### config.mk
export PLATFORM = sky130hd
export DESIGN_NAME = crack_scheduler
export DESIGN_NICKNAME = d
export VERILOG_FILES = /design/src/rtl/crack_scheduler.sv
export SDC_FILE = /design/constraint.sdc
export NUM_CORES = 1
export LEC_CHECK = 0
export CORE_ASPECT_RATIO = 0.8
export CORE_MARGIN = 1
export CORE_UTILIZATION = 47
export CTS_CLUSTER_SIZE = 8
export DETAILED_ROUTE_END_ITERATION = 12
export PLACE_DENSITY = 0.77
export SLEW_MARGIN = 20
export SYNTH_ARGS = -nofsm -noshare
export SYNTH_HDL_FRONTEND = slang
export SYNTH_SLANG_ARGS = --single-unit
### constraint.sdc
create_clock -name clk -period 2.45 [get_ports clk]
set_input_delay 0.6125 -clock clk [delete_from_list [all_inputs] [get_ports clk]]
set_output_delay 0.6125 -clock clk [all_outputs]
set_load 0.05 [all_outputs]
### src/rtl/crack_scheduler.sv
// crack_scheduler: hands sequential keys to parallel crack cores, collects the result, arbitrates ciphertext reads
module crack_scheduler #(
    parameter int NCORES = 2,
    parameter int KEY_W  = 24
) (
    input  logic                    clk,
    input  logic                    rst_n,
    input  logic                    en,
    output logic                    rdy,
    output logic [KEY_W-1:0]        key,
    output logic                    key_valid,
    output logic                    key_nf,
    output logic [NCORES-1:0]       core_en,
    output logic [NCORES*KEY_W-1:0] core_key,
    input  logic [NCORES-1:0]       core_rdy,
    input  logic [NCORES-1:0]       core_done,
    input  logic [NCORES-1:0]       core_match,
    output logic                    core_abort,
    input  logic [NCORES-1:0]       ct_req,
    input  logic [NCORES*8-1:0]     ct_addr_in,
    output logic [NCORES-1:0]       ct_gnt,
    output logic [7:0]              ct_addr
);
    localparam int PW = NCORES > 1 ? $clog2(NCORES) : 1;

    typedef enum logic [1:0] {IDLE, RUN, ABORT} state_t;

    state_t            state, state_nx;
    logic [NCORES-1:0] busy, hit, disp;
    logic [KEY_W:0]    next_key;
    logic [KEY_W-1:0]  min_key;
    logic [PW-1:0]     ptr, ptr_nx;
    logic              exhausted;

    assign rdy       = (state == IDLE);
    assign hit       = core_done & core_match & busy;
    assign exhausted = next_key[KEY_W] && busy == '0 && hit == '0;

    // Smallest key among the cores reporting a match this cycle
    always_comb begin
        min_key = '1;
        for (int i = 0; i < NCORES; i++)
            if (hit[i] && core_key[i*KEY_W +: KEY_W] < min_key) min_key = core_key[i*KEY_W +: KEY_W];
    end

    // At most one dispatch per cycle, to the lowest idle core; held off while a match is taken
    always_comb begin
        disp = '0;
        for (int i = 0; i < NCORES; i++)
            if (disp == '0 && state == RUN && hit == '0 && !next_key[KEY_W] && core_rdy[i] && !busy[i])
                disp[i] = 1'b1;
    end

    // State register
    always_ff @(posedge clk or negedge rst_n)
        if (!rst_n) state <= IDLE;
        else        state <= state_nx;

    // Next-state logic
    always_comb begin
        state_nx = state;
        case (state)
            IDLE:    if (en) state_nx = RUN;
            RUN:     state_nx = hit != '0 ? ABORT : (exhausted ? IDLE : RUN);
            ABORT:   if (&core_rdy) state_nx = IDLE;
            default: state_nx = IDLE;
        endcase
    end

    // Search datapath: key counter, busy tracking, dispatch registers and result flags
    always_ff @(posedge clk or negedge rst_n) begin
        if (!rst_n) begin
            key        <= '0;
            key_valid  <= 1'b0;
            key_nf     <= 1'b0;
            core_en    <= '0;
            core_key   <= '0;
            core_abort <= 1'b0;
            busy       <= '0;
            next_key   <= '0;
        end else begin
            core_en    <= disp;
            core_abort <= 1'b0;
            case (state)
                IDLE: if (en) begin
                    next_key  <= '0;
                    busy      <= '0;
                    key       <= '0;
                    key_valid <= 1'b0;
                    key_nf    <= 1'b0;
                end
                RUN: begin
                    busy <= (busy & ~core_done) | disp;
                    if (disp != '0) next_key <= next_key + (KEY_W+1)'(1);
                    for (int i = 0; i < NCORES; i++)
                        if (disp[i]) core_key[i*KEY_W +: KEY_W] <= next_key[KEY_W-1:0];
                    if (hit != '0) begin
                        key        <= min_key;
                        busy       <= '0;
                        core_abort <= 1'b1;
                    end else if (exhausted) key_nf <= 1'b1;
                end
                ABORT: begin
                    busy <= '0;
                    if (&core_rdy) key_valid <= 1'b1;
                end
                default: ;
            endcase
        end
    end

    // Round-robin ciphertext arbiter: first requester at or after the pointer wins
    always_comb begin
        ct_gnt  = '0;
        ct_addr = '0;
        ptr_nx  = ptr;
        if (rst_n)
            for (int k = 0; k < NCORES; k++)
                for (int i = 0; i < NCORES; i++)
                    if (ct_gnt == '0 && i == (int'(ptr) + k) % NCORES && ct_req[i]) begin
                        ct_gnt[i] = 1'b1;
                        ct_addr   = ct_addr_in[i*8 +: 8];
                        ptr_nx    = PW'((i + 1) % NCORES);
                    end
    end

    // Arbiter pointer moves past the last granted core
    always_ff @(posedge clk or negedge rst_n)
        if (!rst_n) ptr <= '0;
        else        ptr <= ptr_nx;
endmodule
# After elaboration in Yosys (flattened, before gate mapping)
# Cells that the tools add are included.
# totals
in_bits	27
word_cells	121
reg_bits	107
# op_classes
muxes	43
add_sub_neg	2
n_reduce_logical	46
bitwise_logic	8
order_cmp	2
n_eq_ne	9
# ops
cell	count
2-to-1 mux 24 bit	4
zero test 32 bit	2
2-to-1 mux 25 bit	2
one-hot mux 25 bit (2 select lines)	1
one-hot mux 24 bit (2 select lines)	1
2-to-1 mux 8 bit	5
adder 25 x 1 -> 25 bit, second input constant	1
< comparator 24 bit	1
< comparator 24 bit, second input constant	1
logical AND 1 bit	20
2-to-1 mux 1 bit	20
2-to-1 mux 2 bit	6
one-hot mux 2 bit (3 select lines)	2
AND reduction 2 bit	6
zero test 2 bit	5
AND reduction 3 bit	3
!= test 2 bit, second input constant	4
nonzero test 2 bit	4
AND 2 bit	3
!= test 2 x 1 -> 1 bit, second input constant	2
one-hot mux 1 bit (2 select lines)	2
AND reduction 4 bit	1
nonzero test 4 bit	1
zero test 1 bit	3
9 further kinds	10

# Logic depth before layout (Yosys ltp)
# depth
word_depth	19
ltp_mapped	11
mapped_depth_nobuf	8

# Least setup slack after synthesis
# Ideal clock, no wire load.
# synth_timing
path_type	input to output
start	in rst_n
end	out ct_addr[0]
n_path_buf	0
slack_ps	-476
path_stages	3
t_required_ps	1837
arrival_ps	2314
path_cell_list	nand2_1 > a21oi_1 > a22o_1
# synth_via
elab_chain_cells	1
# synth_lines
item	line_no	rtl
from (decl)	7	input logic rst_n,
2-to-1 mux 8 bit	117	if (rst_n)
to (decl)	22	output logic [7:0] ct_addr
# Every way passes these cells.

# Worst setup path in the final report
# layout_timing
start	reg busy[0]
end	reg key[12]
# layout_via
elab_chain_cells	8
word_cells_on_any_way	11
cone_classes	order compare: 1; eq/ne: 1; mux: 4; bitwise: 1; reduce/logical: 4
# layout_lines
item	line_no	rtl
from (decl)	29	logic [NCORES-1:0] busy, hit, disp;
from (signal assigned)	93	busy <= (busy & ~core_done) | disp;
AND 2 bit (*)	36	assign hit = core_done & core_match & busy;
logical AND 1 bit	43	if (hit[i] && core_key[i*KEY_W +: KEY_W] < min_key) min_key = core_key[i*KEY_W +: KEY_W];
2-to-1 mux 24 bit	43	
< comparator 24 bit	43	
logical AND 1 bit	43	
2-to-1 mux 24 bit	43	
2-to-1 mux 24 bit	97	if (hit != '0) begin
one-hot mux 24 bit (2 select lines)	84	case (state)
to (signal assigned)	98	key <= min_key;
to (decl)	10	output logic [KEY_W-1:0] key,
# Mark *: on every way between the ends. The rest lies on a longest branch, timed or not. The select of a mux whose other input is x is not followed.
# A chain may end at the register's enable or synchronous reset.

==> results.toml <==
[timing]
fmax_mhz = 361.6
setup-tns-final_ns = -5.908
hold_viol_final = 0
skew_ns = 0.01366
min_period_ns = 2.766
relSlewSlack_pct = 59.77
setup_viol = 24
worst_slew_pin_slew_ns = 0.6034
finalCritPeriodShare_pct = 112.9
slew_violations = 0
grt_setup_unrepaired = "true"
worst_slack_ns = -0.3158

[detailed_routing]
drc = 5
ant_nets = 0
wl_mm = 19.16
dr.pass1.iters = 11
drt_iter0_drc = 503
post_drt_wl_per_cell_um = 20.50
viasPerCell = 6.112
vias = 5715

[placed_design]
gp_congestion = 0.8879
io_buffer_count = 114
dp_slack_ns = -0.8860
hpwlAfterDp_mm = 12.29

[global_route]
grt_overflow = 0
grt_pass1_vias = 5501
antenna_found_initial = 0
grt_usage_pct = 29.61
grt_pass1_wl_mm = 28.87
grt_max_degree = 108

[synth]
ys_seq_area_share_pct = 46.86
synth_top_area_share_pct = 46.86
synthTopCellsByArea = "dfrtp_1, nand2_1, ha_1"
synth_nets = 654
yosysTopAreaCell = "dfrtp_1"
yosys_most_used_dff = "dfrtp_1"
syn_area_per_cell_um2 = 9.476
syn-cell-area_um2 = 5714
syn_inst = 603
synthArstFlopShare_pct = 100.0
ys_ff_latch = 107
ys_types = 43
yosys_warnings = 0
synth-edff-count = 0

[cells_and_area]
antenna_cells = 0
nFillCells = 745
areaGrowthSynthToFinish_pct = 49.51
drive_gt1_share_pct = 26.56
layout_commonest_cell = "nand2_1"
nets = 833
final_cell_mix = "nand2_1, dfrtp_1, clkdlybuf4s50_1, buf_4, nor2_1"

[clock_tree]
clk_pin_slew_worst_paths_ns = 0.07
cts-root-buf = "clkbuf_16"
clock_latency_ns = 0.37
ctsHtreeMaxLevel = 3
cts_tree = "built"
cts_max_path_buffers = 2
cts_made_buffers = 9
cts_num_sinks = 107

[floorplan]
pin_count = 115
die_area_um2 = 12610
die-width_um = 125.3
row_count = 35
start_util_pct = 48.87
chipHeight_um = 100.6
core_um2 = 11690

[power]
irDropWorstVdd_uv = 800.9
powerDensity_nw_per_um2 = 1005
p_leak_uw = 0.003948

[critical_path]
end_kind = "flop"
crit_type = "flop to flop"
required_ns = 2.70
cp_max_fo = 18
start_kind = "flop"
critPathArrivalTime_ns = 3.01

[job]
drv_cap = 0

[status]
violations = "DRC, setup timing"
status = "finished with violations"

[hold_path]
min_path_type = "input port to asynchronous set/reset pin"
synthesized netlist by cell type (2+ instances only):
| library cell | count |
|---|---|
| a22o_1 | 8 |
| o21ai_0 | 15 |
| buf_2 | 14 |
| buf_4 | 2 |
| o211ai_1 | 3 |
| nor2_1 | 39 |
| nand2_1 | 131 |
| or3_1 | 2 |
| buf_1 | 2 |
| nor3_1 | 5 |
| nand3_1 | 9 |
| nor4b_1 | 3 |
| a211oi_1 | 4 |
| a41o_1 | 2 |
| o31ai_1 | 34 |
| nor2b_1 | 2 |
| and3_1 | 2 |
| mux2_2 | 24 |
| a31oi_1 | 2 |
| and4_1 | 2 |
| inv_1 | 8 |
| nand2b_1 | 13 |
| clkbuf_1 | 23 |
| o21a_1 | 3 |
| ha_1 | 24 |
| nand4_1 | 8 |
| a21oi_1 | 19 |
| nor3b_1 | 2 |
| mux2i_1 | 11 |
| dfrtp_1 | 107 |
| o31a_1 | 26 |
| or4_1 | 9 |
| nor4_1 | 34 |
| nand3_2 | 2 |
final timing paths:
check,endpoint,slack [ns],from,depth (start not counted)
max,key[12],-0.32,busy[0],10
min,core_abort,0.35,rst_n,2
max reg2reg,key[12],-0.32,busy[0],10
min reg2reg,key[0],0.49,key[0],2
max in group asynchronous,next_key[22],1.63,rst_n,2
min in group clk,key[0],0.49,key[0],2
flip-flops by register name (all words and copies together), names as in the netlist:
| name | cells |
|---|---|
| next_key | 25 |
| key | 24 |
| core_en | 2 |
| core_key | 48 |
| ptr | 1 |
| state | 2 |
| key_nf | 1 |
| core_abort | 1 |
| busy | 2 |
| key_valid | 1 |
report_power, final:
part           total (µW)  internal, µW  switching, µW
clock network        1540           818            721
logic                4420          1630           2790
registers            2630          2190            434
critical path, cell delays in order, from the launching register on:
cell	delay, ns
dfrtp_1	0.41
nand3_4	0.12
buf_4	0.16
nor2_1	0.24
ha_1	0.31
a211oi_1	0.26
o21ai_1	0.10
o2111a_2	0.30
buf_12	0.17
o31a_1	0.29
o31ai_1	0.28
routing by layer:
layer | GRT usage [%] | up-vias | wire length [µm]
li1 | - | 2564 | -
met1 | 39.69 | 2815 | 7925
met2 | 47.92 | 279 | 9348
met3 | 5.786 | 57 | 1303
met4 | 11.44 | 0 | 586
met5 | 0 | - | 0
logic make-up after synthesis:
logic type | Yosys count | synth area share [%]
compound gates | 121 | 15.31
fa+ha+maj | 24 | 5.255
buf+inv | 50 | 3.854
flops | 107 | 46.86
mux | 35 | 6.657
simple gates | 266 | 22.07
per-stage QoR:
stage / instance area, µm² / total power (µW) / util (%) / cells / hold slack (ns)
after floorplan: 5943 / 5104 / - / 603 / 0.3169
after global placement: 7791 / 6680 / 66.63 / 899 / 0.4687
after detailed placement: 7791 / 6801 / 66.63 / 899 / 0.4664
after CTS: 8292 / 8408 / 70.91 / 929 / 0.4167
after global routing: 8543 / 8948 / 73.07 / 935 / 0.4249
final: 8543 / 8587 / 73.07 / 935 / 0.3481
repair_timing:
action,CTS,global route
gates resized for setup,28,37
buffers inserted,9,4
pin swaps,14,13
gates cloned,5,3
hold buffers,0,0
setup endpoints to repair,33,32
final cells by class:
cell class / count / area (µm²) / share of cell area, %
tap: 148 / 185.2 / 2.168
sequential: 107 / 2678 / 31.34
timing repair buffer: 208 / 2165 / 25.34
clock buffer: 10 / 229.0 / 2.680
multi-input combinational: 448 / 3178 / 37.20
inverter: 8 / 30.03 / 0.3515
clock inverter: 6 / 78.83 / 0.9227
No activity file was read; power rests on OpenSTA's default activity.
